==> src/rtl/ps2_mouse_packet.sv <==
// PS/2 mouse packet decoder: validates 11-bit frames, assembles 3-byte packets,
// decodes buttons/deltas and tracks a clamped cursor position.
module ps2_mouse_packet #(
   parameter int XMAX    = 639,
   parameter int YMAX    = 479,
   parameter int POS_W   = 10,
   parameter int TIMEOUT = 2000000
) (
   input  logic               ck,
   input  logic               reset,
   input  logic               frame_valid,
   input  logic [10:0]        frame_in,
   output logic               pkt_valid,
   output logic [2:0]         buttons,
   output logic signed [8:0]  dx,
   output logic signed [8:0]  dy,
   output logic               x_ovf,
   output logic               y_ovf,
   output logic [POS_W-1:0]   x_pos,
   output logic [POS_W-1:0]   y_pos,
   output logic               frame_err,
   output logic               sync_err
);

   localparam int CNT_W = (TIMEOUT > 2) ? $clog2(TIMEOUT) : 1;
   localparam logic [CNT_W-1:0]        CNT_LAST = CNT_W'(TIMEOUT - 1);
   localparam logic [POS_W-1:0]        X_RST    = POS_W'(XMAX / 2);
   localparam logic [POS_W-1:0]        Y_RST    = POS_W'(YMAX / 2);
   localparam logic signed [POS_W+1:0] XMAX_S   = (POS_W+2)'(XMAX);
   localparam logic signed [POS_W+1:0] YMAX_S   = (POS_W+2)'(YMAX);

   typedef enum logic [1:0] {B0, B1, B2} state_t;

   state_t                r_state;
   logic [CNT_W-1:0]      r_cnt;
   // header byte without its always-one sync bit: {Yovf,Xovf,Ys,Xs,M,R,L}
   logic [6:0]            r_hdr;
   logic [7:0]            r_b1;
   logic                  r_pkt_valid;
   logic                  r_frame_err;
   logic                  r_sync_err;
   logic [2:0]            r_buttons;
   logic signed [8:0]     r_dx;
   logic signed [8:0]     r_dy;
   logic                  r_x_ovf;
   logic                  r_y_ovf;
   logic [POS_W-1:0]      r_x_pos;
   logic [POS_W-1:0]      r_y_pos;

   logic                  w_good;
   logic [7:0]            w_data;
   logic signed [8:0]     w_dx;
   logic signed [8:0]     w_dy;
   logic signed [POS_W+1:0] w_x_sum;
   logic signed [POS_W+1:0] w_y_sum;
   logic [POS_W-1:0]      w_x_next;
   logic [POS_W-1:0]      w_y_next;

   assign w_good = ~frame_in[0] & frame_in[10] & (^frame_in[9:1]);
   assign w_data = frame_in[8:1];

   // Deltas as they will be committed when the third byte arrives this cycle
   assign w_dx = {r_hdr[3], r_b1};
   assign w_dy = {r_hdr[4], w_data};

   // Two guard bits keep the sum free of wrap-around before clamping
   assign w_x_sum = $signed({2'b00, r_x_pos}) + $signed({{(POS_W-7){w_dx[8]}}, w_dx});
   assign w_y_sum = $signed({2'b00, r_y_pos}) - $signed({{(POS_W-7){w_dy[8]}}, w_dy});

   always_comb begin
      w_x_next = w_x_sum[POS_W-1:0];
      if (w_x_sum[POS_W+1])
         w_x_next = '0;
      else if (w_x_sum > XMAX_S)
         w_x_next = XMAX_S[POS_W-1:0];

      w_y_next = w_y_sum[POS_W-1:0];
      if (w_y_sum[POS_W+1])
         w_y_next = '0;
      else if (w_y_sum > YMAX_S)
         w_y_next = YMAX_S[POS_W-1:0];
   end

   always_ff @(posedge ck or posedge reset) begin
      if (reset) begin
         r_state     <= B0;
         r_cnt       <= '0;
         r_hdr       <= '0;
         r_b1        <= '0;
         r_pkt_valid <= 1'b0;
         r_frame_err <= 1'b0;
         r_sync_err  <= 1'b0;
         r_buttons   <= '0;
         r_dx        <= '0;
         r_dy        <= '0;
         r_x_ovf     <= 1'b0;
         r_y_ovf     <= 1'b0;
         r_x_pos     <= X_RST;
         r_y_pos     <= Y_RST;
      end else begin
         r_pkt_valid <= 1'b0;
         r_frame_err <= 1'b0;
         r_sync_err  <= 1'b0;

         if (frame_valid) begin
            // An arriving frame always wins over a simultaneous timeout expiry
            r_cnt <= '0;
            if (!w_good) begin
               r_frame_err <= 1'b1;
               r_state     <= B0;
            end else begin
               case (r_state)
                  B0: begin
                     if (w_data[3]) begin
                        r_hdr   <= {w_data[7:4], w_data[2:0]};
                        r_state <= B1;
                     end else begin
                        r_sync_err <= 1'b1;
                     end
                  end
                  B1: begin
                     r_b1    <= w_data;
                     r_state <= B2;
                  end
                  B2: begin
                     r_pkt_valid <= 1'b1;
                     r_buttons   <= r_hdr[2:0];
                     r_dx        <= w_dx;
                     r_dy        <= w_dy;
                     r_x_ovf     <= r_hdr[5];
                     r_y_ovf     <= r_hdr[6];
                     if (!r_hdr[5] && !r_hdr[6]) begin
                        r_x_pos <= w_x_next;
                        r_y_pos <= w_y_next;
                     end
                     r_state <= B0;
                  end
                  default: r_state <= B0;
               endcase
            end
         end else if (r_state == B0) begin
            r_cnt <= '0;
         end else if (r_cnt == CNT_LAST) begin
            r_sync_err <= 1'b1;
            r_state    <= B0;
            r_cnt      <= '0;
         end else begin
            r_cnt <= r_cnt + 1'b1;
         end
      end
   end

   assign pkt_valid = r_pkt_valid;
   assign frame_err = r_frame_err;
   assign sync_err  = r_sync_err;
   assign buttons   = r_buttons;
   assign dx        = r_dx;
   assign dy        = r_dy;
   assign x_ovf     = r_x_ovf;
   assign y_ovf     = r_y_ovf;
   assign x_pos     = r_x_pos;
   assign y_pos     = r_y_pos;

endmodule

==> config.mk <==
export PLATFORM = sky130hd
export DESIGN_NAME = ps2_mouse_packet
export DESIGN_NICKNAME = d
export VERILOG_FILES = /design/src/rtl/ps2_mouse_packet.sv
export SDC_FILE = /design/constraint.sdc
export NUM_CORES = 1
export LEC_CHECK = 0
export ABC_AREA = 1
export ABC_CLOCK_PERIOD_IN_PS = 2800
export CORE_MARGIN = 5
export CORE_UTILIZATION = 52
export CTS_BUF_LIST = sky130_fd_sc_hd__clkbuf_8
export CTS_CLUSTER_DIAMETER = 100
export DETAILED_ROUTE_END_ITERATION = 16
export HOLD_SLACK_MARGIN = 0.12
export PLACE_DENSITY = 0.75
export SYNTH_ARGS = -nofsm -noshare
export SYNTH_HDL_FRONTEND = slang
export SYNTH_SLANG_ARGS = --single-unit
==> constraint.sdc <==
create_clock -name ck -period 2.8 [get_ports ck]
set_input_delay 0.7 -clock ck [delete_from_list [all_inputs] [get_ports ck]]
set_output_delay 0.7 -clock ck [all_outputs]
set_load 0.1 [all_outputs]
==> impl_metrics.tcl, run 1 <==
set metrics [dict create \
    drt-vias-per-instance 4.957 \
    cts_max_path_buffers 2 \
    ctsHoldBuffers 0 \
    power_mw 2.867 \
    period_needed_ns 2.615 \
    cts_tree "done" \
    finalSetupViolations 0 \
    post-route-util_pct 65.69 \
    arrival_ns 2.91 \
    syn_inst 649 \
    yosys_register_bits 84 \
    slew_headroom_pct 64.85 \
    cts.sinks 84 \
    first_pass_iters 5 \
    wirelength_mm 11.79 \
    power_frac_clock_pct 34.7 \
    setup_tns_ns 0 \
    yosysWarnings 0 \
    fillers 822 \
    core_um2 9240 \
    max_stage_delay_ns 0.49 \
    drv_slew 0 \
    path_clk_slew_ns 0.09 \
    portBuffers 59 \
    p_int_mw 1.990 \
    worst_pin_slew_ns 0.5262 \
    grt_start_max_net_pins 48 \
    worstPathCellList "clkdlybuf4s50_1, inv_1, ha_1, nand2_1, inv_1, nand2_1, nor2_1, nand2_1, nand3_1, nand2_1, nand2_1, nand2_1, nor2_2, nand2_1, buf_4, o21ai_1, nand2_1" \
    cp-end-kind "flip-flop" \
    final_common_cell "nand2_1" \
    pin_count 60 \
    die_h_um 107.2 \
    clock-root-buffer "clkbuf_8" \
    grt_pass1_vias 4176 \
    postSynthAreaPerCell_um2 7.567 \
    area.growth.synth_to_final_pct 23.59 \
    combinationalPowerShare_pct 19.2 \
    synth_edf_count 0 \
    grt_antenna_before_repair 0 \
    rows 35 \
    cts_buffers 9 \
    num_antenna_cells 0 \
    cp.required_ns 3.10 \
    gp_congestion 0.9804 \
    hold_viol 0 \
    power_density_nw_per_um2 472.3 \
    worstPathMaxFanout 5 \
    start_util_pct 53.15 \
    drv_cap 0 \
    fmax_mhz 382.4 \
    clock_skew_ns 0.01046 \
    layout_setup_ws_ns 0.1849 \
    routedWlPerCell_um 13.36 \
    hold_class "reg -> reg" \
    swShare_pct 30.57 \
    async_flop_share_pct 100.0 \
    critPathKind "in -> reg" \
    grt_pass1_wl_mm 19.75 \
    p_switching_uw 876.4 \
    power_frac_seq_pct 46.1 \
    drive_above_1_share_pct 18.30 \
    outcome "finished clean" \
    start_kind "input pin" \
    place_area_um2 5792 \
    post-route-period-util_pct 93.40 \
    seq_area_frac_synth_pct 43.16 \
    globalRouteTotalUtil_pct 21.35 \
    clk_latency_ns 0.36 \
    syn_nets 688 \
    grt_overflow 0 \
    dieArea_um2 11490 \
    syn_area_um2 4911 \
    crit_path_frequent_cell "nand2_1" \
    place_ws_ns -0.2714 \
    drtIter0Drc 232 \
    crit_slowest_cell "clkdlybuf4s50_1" \
    hpwl_mm 9.162 \
    cts.htree.levels 3 \
    ant_nets 0 \
    final_cell_mix "252 x nand2_1, 82 x buf_4, 76 x inv_1, 70 x dfrtp_1, 46 x nor2_1" \
    synth.distinct_cells 39 \
    rsz0062_at_grt "no" \
    num_vias 4377 \
    ys.flop_type "dfrtp_1" \
    fin_area_um2 6070 \
    fin_nets 788 \
    die_x_um 107.2 \
    ir_worst_vdd_uv 220.7 \
    drc_errors 0 \
    leakagePower_nw 3.262 \
]
-- Yosys cell counts, types with 2 or more instances --
cell type	number	area share, %
nor4_1	4	0.51
a211oi_1	2	0.31
inv_1	77	5.9
nor2_1	47	3.6
o21ai_1	10	1.0
xnor2_1	9	1.6
nand3b_1	3	0.46
nand3_4	3	1.1
o21ai_2	3	0.54
nand3_1	32	3.3
dfstp_2	14	7.5
nor3_1	6	0.61
buf_6	4	0.92
fa_1	2	0.82
dfrtp_1	70	36
nand4_1	9	1.1
ha_1	23	5.9
xor2_1	8	1.4
nor2_2	2	0.25
nand2_1	253	19
o21ai_0	27	2.8
buf_2	2	0.20
a21oi_1	22	2.2
clkbuf_1	2	0.15
-- final timing paths --
kind / start / endpoint / slack, ns / depth (start not counted)
hold reg to reg: r_cnt[0] / r_cnt[0] / 0.47 / 1
hold / removal: r_cnt[0] / r_cnt[0] / 0.47 / 1
setup reg to reg: x_pos[0] / x_pos[6] / 0.25 / 15
min in group asynchronous: reset / x_pos[7] / 0.72 / 2
max in group asynchronous: reset / y_pos[7] / 1.43 / 3
setup / recovery: frame_in[8] / y_pos[1] / 0.18 / 17
-- metrics by stage --
stage | cells | hold WS, ns
after floorplan | 649 | 0.4329
after global placement | 866 | 0.4461
after detailed placement | 866 | 0.4565
after CTS | 882 | 0.4690
after global routing | 883 | 0.4872
final | 883 | 0.4685
-- cell families (layout without fill, tap and decap cells) --
logic type | after synthesis | in the layout | share of synthesized area (%)
adder cells (fa/ha/maj) | 25 | 25 | 6.675
buffers and inverters | 88 | 193 | 7.490
AO/OA/AOI/OAI | 68 | 68 | 7.465
AND/OR/NAND/NOR | 367 | 367 | 32.18
flip-flops | 84 | 84 | 43.16
XOR/XNOR | 17 | 17 | 3.032
-- routing by layer --
layer  track usage, %  routed length [um]  part of all wire, %  up-vias
li1                 -                   -                    -     2263
met1            30.65                5717                   48     1980
met2            32.35                5196                   44      110
met3            3.070                 549                  4.7       24
met4            8.676                 329                  2.8        0
met5                0                   0                    0        -
-- state kept, by name (all words and copies together), names as in the netlist --
name and count:
y_pos 10, r_state 2, r_hdr 7, x_ovf 1, sync_err 1, r_cnt 21
dy 9, r_b1 8, y_ovf 1, pkt_valid 1, frame_err 1, dx 9
x_pos 10, buttons 3
-- what timing repair did --
action,in CTS,in global routing
endpoints found under the setup margin,0,18
setup buffers,0,1
resized for setup,0,7
-- power groups by stage --
stage          registers (mW)  clock network, mW  logic [mW]
6_report                 1.32              0.996       0.550
5_1_grt                  1.33               1.07       0.617
4_1_cts                  1.32               1.02       0.534
3_5_place_dp             1.34                  0       0.532
3_3_place_gp             1.34                  0       0.522
2_1_floorplan            1.37                  0       0.316
-- cell type report --
type / count / area, um2 / share of cell area [%]
multi-input combinational: 477 / 2449 / 40.34
clock buffer: 9 / 123.9 / 2.041
inverter: 79 / 301.5 / 4.968
timing repair buffer: 98 / 808.3 / 13.32
clock inverter: 7 / 106.4 / 1.752
tap: 129 / 161.4 / 2.659
sequential: 84 / 2120 / 34.92
-- critical path, delay by kind of cell --
kind	cells	cell delay [ns]
AOI/OAI and AO/OA	1	0.15
adders and majority gates	1	0.36
buffers and inverters	4	0.78
and+or+nand+nor	11	0.91
Power figures use the tool's default switching activity.
==> inputs of run 2 (changes only) <==
Settings changed: CAP_MARGIN from default to 20, PLACE_DENSITY 0.75 to 0.78.
==> run 2 against run 1 <==
  * Cell count increased by 0.57%
  * Critical path depth unchanged
  * Critical path type unchanged
  * Largest power group unchanged
  * Combinational power increased by 4.4%
  * Design area increased by 0.66%
  * Highest routed layer unchanged
==> impl_metrics.tcl, run 2 (synthesis gave the netlist of run 1 again) <==
set metrics [dict create \
    crit_start "frame_in[1]" \
    first_pass_iters 5 \
    fmax_mhz 376.7 \
    cts_max_path_buffers 2 \
    arrival_ns 2.95 \
    clock-root-buffer "clkbuf_8" \
    hold_class "reg -> reg" \
    largest-register "r_cnt" \
    path_clk_slew_ns 0.09 \
    drc_errors 0 \
    drt-vias-per-instance 5.030 \
    grt_antenna_before_repair 0 \
    min-delay-start "r_cnt[0]" \
    final_common_cell "nand2_1" \
    drv_cap 0 \
    grt_pass1_wl_mm 20.33 \
    drive_above_1_share_pct 19.24 \
    p_int_mw 1.904 \
    slew_headroom_pct 61.05 \
    wirelength_mm 12.05 \
    core_um2 9240 \
    start_kind "input pin" \
    outcome "finished clean" \
    post-route-period-util_pct 94.80 \
    path_buf_inv 3 \
    critPathTopFamily "simple AND/OR/NAND/NOR gates" \
    drtIter0Drc 220 \
    cts_tree "done" \
    ir_worst_vdd_uv 273.5 \
    die_h_um 107.2 \
    fin_nets 793 \
    final_cell_mix "249 x nand2_1, 87 x buf_4, 77 x inv_1, 70 x dfrtp_1, 46 x nor2_1" \
    num_vias 4467 \
    critPathKind "in -> reg" \
    start_util_pct 53.15 \
    grt_overflow 0 \
    worstPathMaxFanout 3 \
    place_area_um2 5814 \
    largest_reg_flops 21 \
    combinationalPowerShare_pct 20.6 \
    finalSetupViolations 0 \
    crit_slowest_cell "clkdlybuf4s50_1" \
    num_antenna_cells 0 \
    cp-end-kind "flip-flop" \
    power_density_nw_per_um2 456.1 \
    power_frac_clock_pct 31.9 \
    crit_path_frequent_cell "nand2_1" \
    leakagePower_nw 3.266 \
    area.growth.synth_to_final_pct 24.41 \
    fin_area_um2 6110 \
    routedWlPerCell_um 13.57 \
    grt_start_max_net_pins 44 \
    r2r_start "x_pos[0]" \
    power_frac_seq_pct 47.5 \
    pin_count 60 \
    period_needed_ns 2.654 \
    globalRouteTotalUtil_pct 21.92 \
    cp.required_ns 3.09 \
    grt_pass1_vias 4269 \
    hold_viol 0 \
    gp_congestion 0.9284 \
    swShare_pct 31.68 \
    clk_latency_ns 0.36 \
    worst_pin_slew_ns 0.5830 \
    max_stage_delay_ns 0.49 \
    ant_nets 0 \
    rows 35 \
    p_switching_uw 882.7 \
    portBuffers 59 \
    layout_setup_ws_ns 0.1456 \
    rrSetupSlack_ns 0.24 \
    clock_skew_ns 0.01126 \
    place_ws_ns -0.3214 \
    drv_slew 0 \
    worstPathCellList "clkdlybuf4s50_1, ha_1, inv_1, fa_1, nand3_1, nand2_2, nand2_2, nand2_1, nand2_1, nand2_1, nand2_1, nand2_1, nor2_2, nand2_2, buf_4, o21ai_1, nand2_1" \
    cts.sinks 84 \
    cts_buffers 9 \
    dieArea_um2 11490 \
    cts.htree.levels 3 \
    hpwl_mm 9.183 \
    die_x_um 107.2 \
]
run 2: worst paths after layout:
| check | endpoint | cells past startpoint |
|---|---|---|
| worst min register to register | r_cnt[0] | 1 |
| worst min-delay path | r_cnt[0] | 1 |
| worst max register to register | x_pos[6] | 15 |
| worst max-delay path | y_pos[1] | 17 |
| max in group asynchronous | x_pos[5] | 3 |
| min in group asynchronous | x_pos[7] | 2 |
run 2: area by class of cell:
| type | instances | area, um2 |
|---|---|---|
| clock inverters | 7 | 76.32 |
| well taps | 129 | 161.4 |
| fillers | 784 | 3131 |
| inverters | 79 | 301.5 |
| multi-input cells | 477 | 2484 |
| flip-flops and latches | 84 | 2120 |
| clock buffers | 9 | 123.9 |
| repair buffers | 103 | 843.3 |
run 2: timing repair:
action	in CTS	in global routing
setup endpoints to repair	0	18
setup buffers	0	3
hold buffers	0	0
resized for setup	0	11
run 2: metrics by stage:
step                TNS [ns]  instances  total power, mW  util, %  hold WS, ns
floorplan                  0        649            1.690        -       0.4329
global placement      -1.062        869            1.865    62.92       0.4464
detailed placement    -2.362        869            1.881    62.92       0.4678
CTS                        0        885            2.763    65.09       0.4787
global route        -0.04170        888            2.927    66.12       0.4876
finish                     0        888            2.787    66.12       0.4759
run 2: metal layers:
layer	GRT usage (%)	vias to the layer above	wire [um]
met3	4.154	19	574
met5	0	-	0
li1	-	2271	-
met4	5.479	0	195
met2	34.41	108	5592
met1	31.29	2069	5684
run 2: power by group through the flow:
stage	Combinational (mW)	Clock (mW)	Sequential, mW
3_3_place_gp	0.523	0	1.34
4_1_cts	0.540	0.899	1.32
3_5_place_dp	0.536	0	1.35
6_report	0.574	0.889	1.32
5_1_grt	0.643	0.954	1.33
2_1_floorplan	0.316	0	1.37
==> inputs of run 3 (changes only) <==
Settings changed: TNS_END_PERCENT from default to 20.
==> run 3 against run 2 <==
  * First-iteration DRC count shrank 2.7%
  * Design area shrank 0.45%
  * Sequential power about the same
  * Critical endpoint unchanged
  * Register-to-register slack got worse by 0.02 ns
  * Wire length is 0.13% higher
  * Via count is 0.34% lower
  * Flip-flop and latch count unchanged
  * Core utilization down 0.30 points
  * Clock skew rose by 0.0011 ns
  * Sequential share of layout area grew 0.16 points
  * Die area is the same
  * Setup slack lost 0.0024 ns
==> impl_metrics.tcl, run 3 (synthesis gave the netlist of run 1 again) <==
set metrics [dict create \
    die_x_um 107.2 \
    routedWlPerCell_um 13.62 \
    final_common_cell "nand2_1" \
    post-route-util_pct 65.82 \
    drv_slew 0 \
    critPathTopFamily "simple AND/OR/NAND/NOR gates" \
    ir_worst_vdd_uv 271.3 \
    die_h_um 107.2 \
    fin_nets 791 \
    path_buf_inv 3 \
    min_to "r_cnt[0]" \
    grt_pass1_vias 4269 \
    wirelength_mm 12.06 \
    slew_headroom_pct 61.00 \
    r2r_cells 15 \
    place_area_um2 5814 \
    drc_errors 0 \
    grt_overflow 0 \
    num_vias 4452 \
    rrSetupSlack_ns 0.22 \
    hold_class "reg -> reg" \
    hpwl_mm 9.183 \
    grt_antenna_before_repair 0 \
    fmax_mhz 376.4 \
    globalRouteTotalUtil_pct 21.92 \
    hold_depth 1 \
    final_cell_mix "249 x nand2_1, 86 x buf_4, 77 x inv_1, 70 x dfrtp_1, 46 x nor2_1" \
    critPathKind "in -> reg" \
    pin_count 60 \
    cts_max_path_buffers 2 \
    start_util_pct 53.15 \
    cp.required_ns 3.09 \
    period_needed_ns 2.657 \
    first_pass_iters 5 \
    power_mw 2.777 \
    post-route-period-util_pct 94.89 \
    core_um2 9240 \
    largest-register "r_cnt" \
    cts.htree.levels 3 \
    grt_pass1_wl_mm 20.33 \
    ant_nets 0 \
    arrival_ns 2.95 \
    crit_path_frequent_cell "nand2_1" \
    worstPathMaxFanout 3 \
    path_clk_slew_ns 0.09 \
    start_kind "input pin" \
    worstPathCellList "clkdlybuf4s50_1, ha_1, inv_1, fa_1, nand3_1, nand2_2, nand2_2, nand2_1, nand2_1, nand2_1, nand2_1, nand2_1, nor2_2, nand2_2, buf_4, o21ai_1, nand2_1" \
    leakagePower_nw 3.251 \
    largest_reg_flops 21 \
    clock_skew_ns 0.01240 \
    drv_cap 0 \
    cts_buffers 9 \
    r2r_start "x_pos[0]" \
    rows 35 \
    area.growth.synth_to_final_pct 23.85 \
    cts.sinks 84 \
    drtIter0Drc 214 \
    drive_above_1_share_pct 19.02 \
    max_stage_delay_ns 0.49 \
    outcome "finished clean" \
    clk_latency_ns 0.36 \
    power_density_nw_per_um2 456.6 \
    setup_tns_ns 0 \
    clock-root-buffer "clkbuf_8" \
    hold_viol 0 \
    finalSetupViolations 0 \
    min-delay-start "r_cnt[0]" \
    grt_start_max_net_pins 44 \
    whs_ns 0.4757 \
    gp_congestion 0.9284 \
    portBuffers 59 \
    dieArea_um2 11490 \
    num_antenna_cells 0 \
    r2r_end "x_pos[8]" \
    cp-end-kind "flip-flop" \
    drt-vias-per-instance 5.025 \
    cts_tree "done" \
    worst_pin_slew_ns 0.5838 \
    crit_slowest_cell "clkdlybuf4s50_1" \
    fin_area_um2 6082 \
    rsz0062_at_grt "yes" \
]
[run 3: worst max-delay path by stage]
stage | cells after the start | end | startpoint | slack [ns]
6_report | 17 | y_pos[1] | frame_in[1] | 0.14
5_1_grt | 17 | y_pos[1] | frame_in[5] | -0.03
4_1_cts | 18 | y_pos[8] | frame_in[1] | 0.04
3_5_place_dp | 18 | y_pos[8] | frame_in[1] | -0.32
3_3_place_gp | 18 | y_pos[4] | frame_in[1] | -0.17
2_1_floorplan | 16 | x_pos[7] | x_pos[0] | 0.08
[run 3: where the power goes]
part           internal, mW  leakage (nW)  switching (mW)  total (mW)
Combinational         0.216          2.04           0.356       0.572
Sequential             1.27          1.11          0.0536        1.32
Clock                 0.419         0.102           0.465       0.883
[run 3: area by class of cell]
class / count / area, um2
multi-input cells: 477 / 2484
clock inverters: 7 / 76.32
inverters: 79 / 301.5
fillers: 785 / 3158
clock buffers: 9 / 123.9
repair buffers: 101 / 815.8
flip-flops and latches: 84 / 2120
well taps: 129 / 161.4
[run 3: through the flow]
stage               setup WS, ns  std cells
floorplan                0.08177        649
global placement         -0.1654        869
detailed placement       -0.3214        869
CTS                      0.04287        885
global route            -0.02965        886
finish                    0.1432        886
[run 3: worst reg2reg max path, cell delays in order (launching register included)]
cell,delay [ns]
dfstp_2,0.56
ha_1,0.23
inv_1,0.08
fa_1,0.41
nand3b_1,0.18
nand2_1,0.11
nand2_1,0.06
nand2_1,0.12
a21oi_1,0.10
inv_1,0.06
nor2_1,0.06
nor2_4,0.23
nand2_1,0.11
nor2_1,0.10
nand2_1,0.06
nand2_1,0.06
[run 3: routing by layer]
layer  up-vias  track usage [%]  share of wire (%)
met3        18            4.154                4.4
met4         0            5.479                1.6
li1       2267                -                  -
met5         -                0                  0
met1      2065            31.29                 48
met2       102            34.41                 46
[run 3: what timing repair did]
item | in CTS | in global routing
buffers inserted | 0 | 1
hold buffers | 0 | 0
gates resized for setup | 0 | 11
setup endpoints to repair | 0 | 18
hold endpoints to repair | 0 | 0
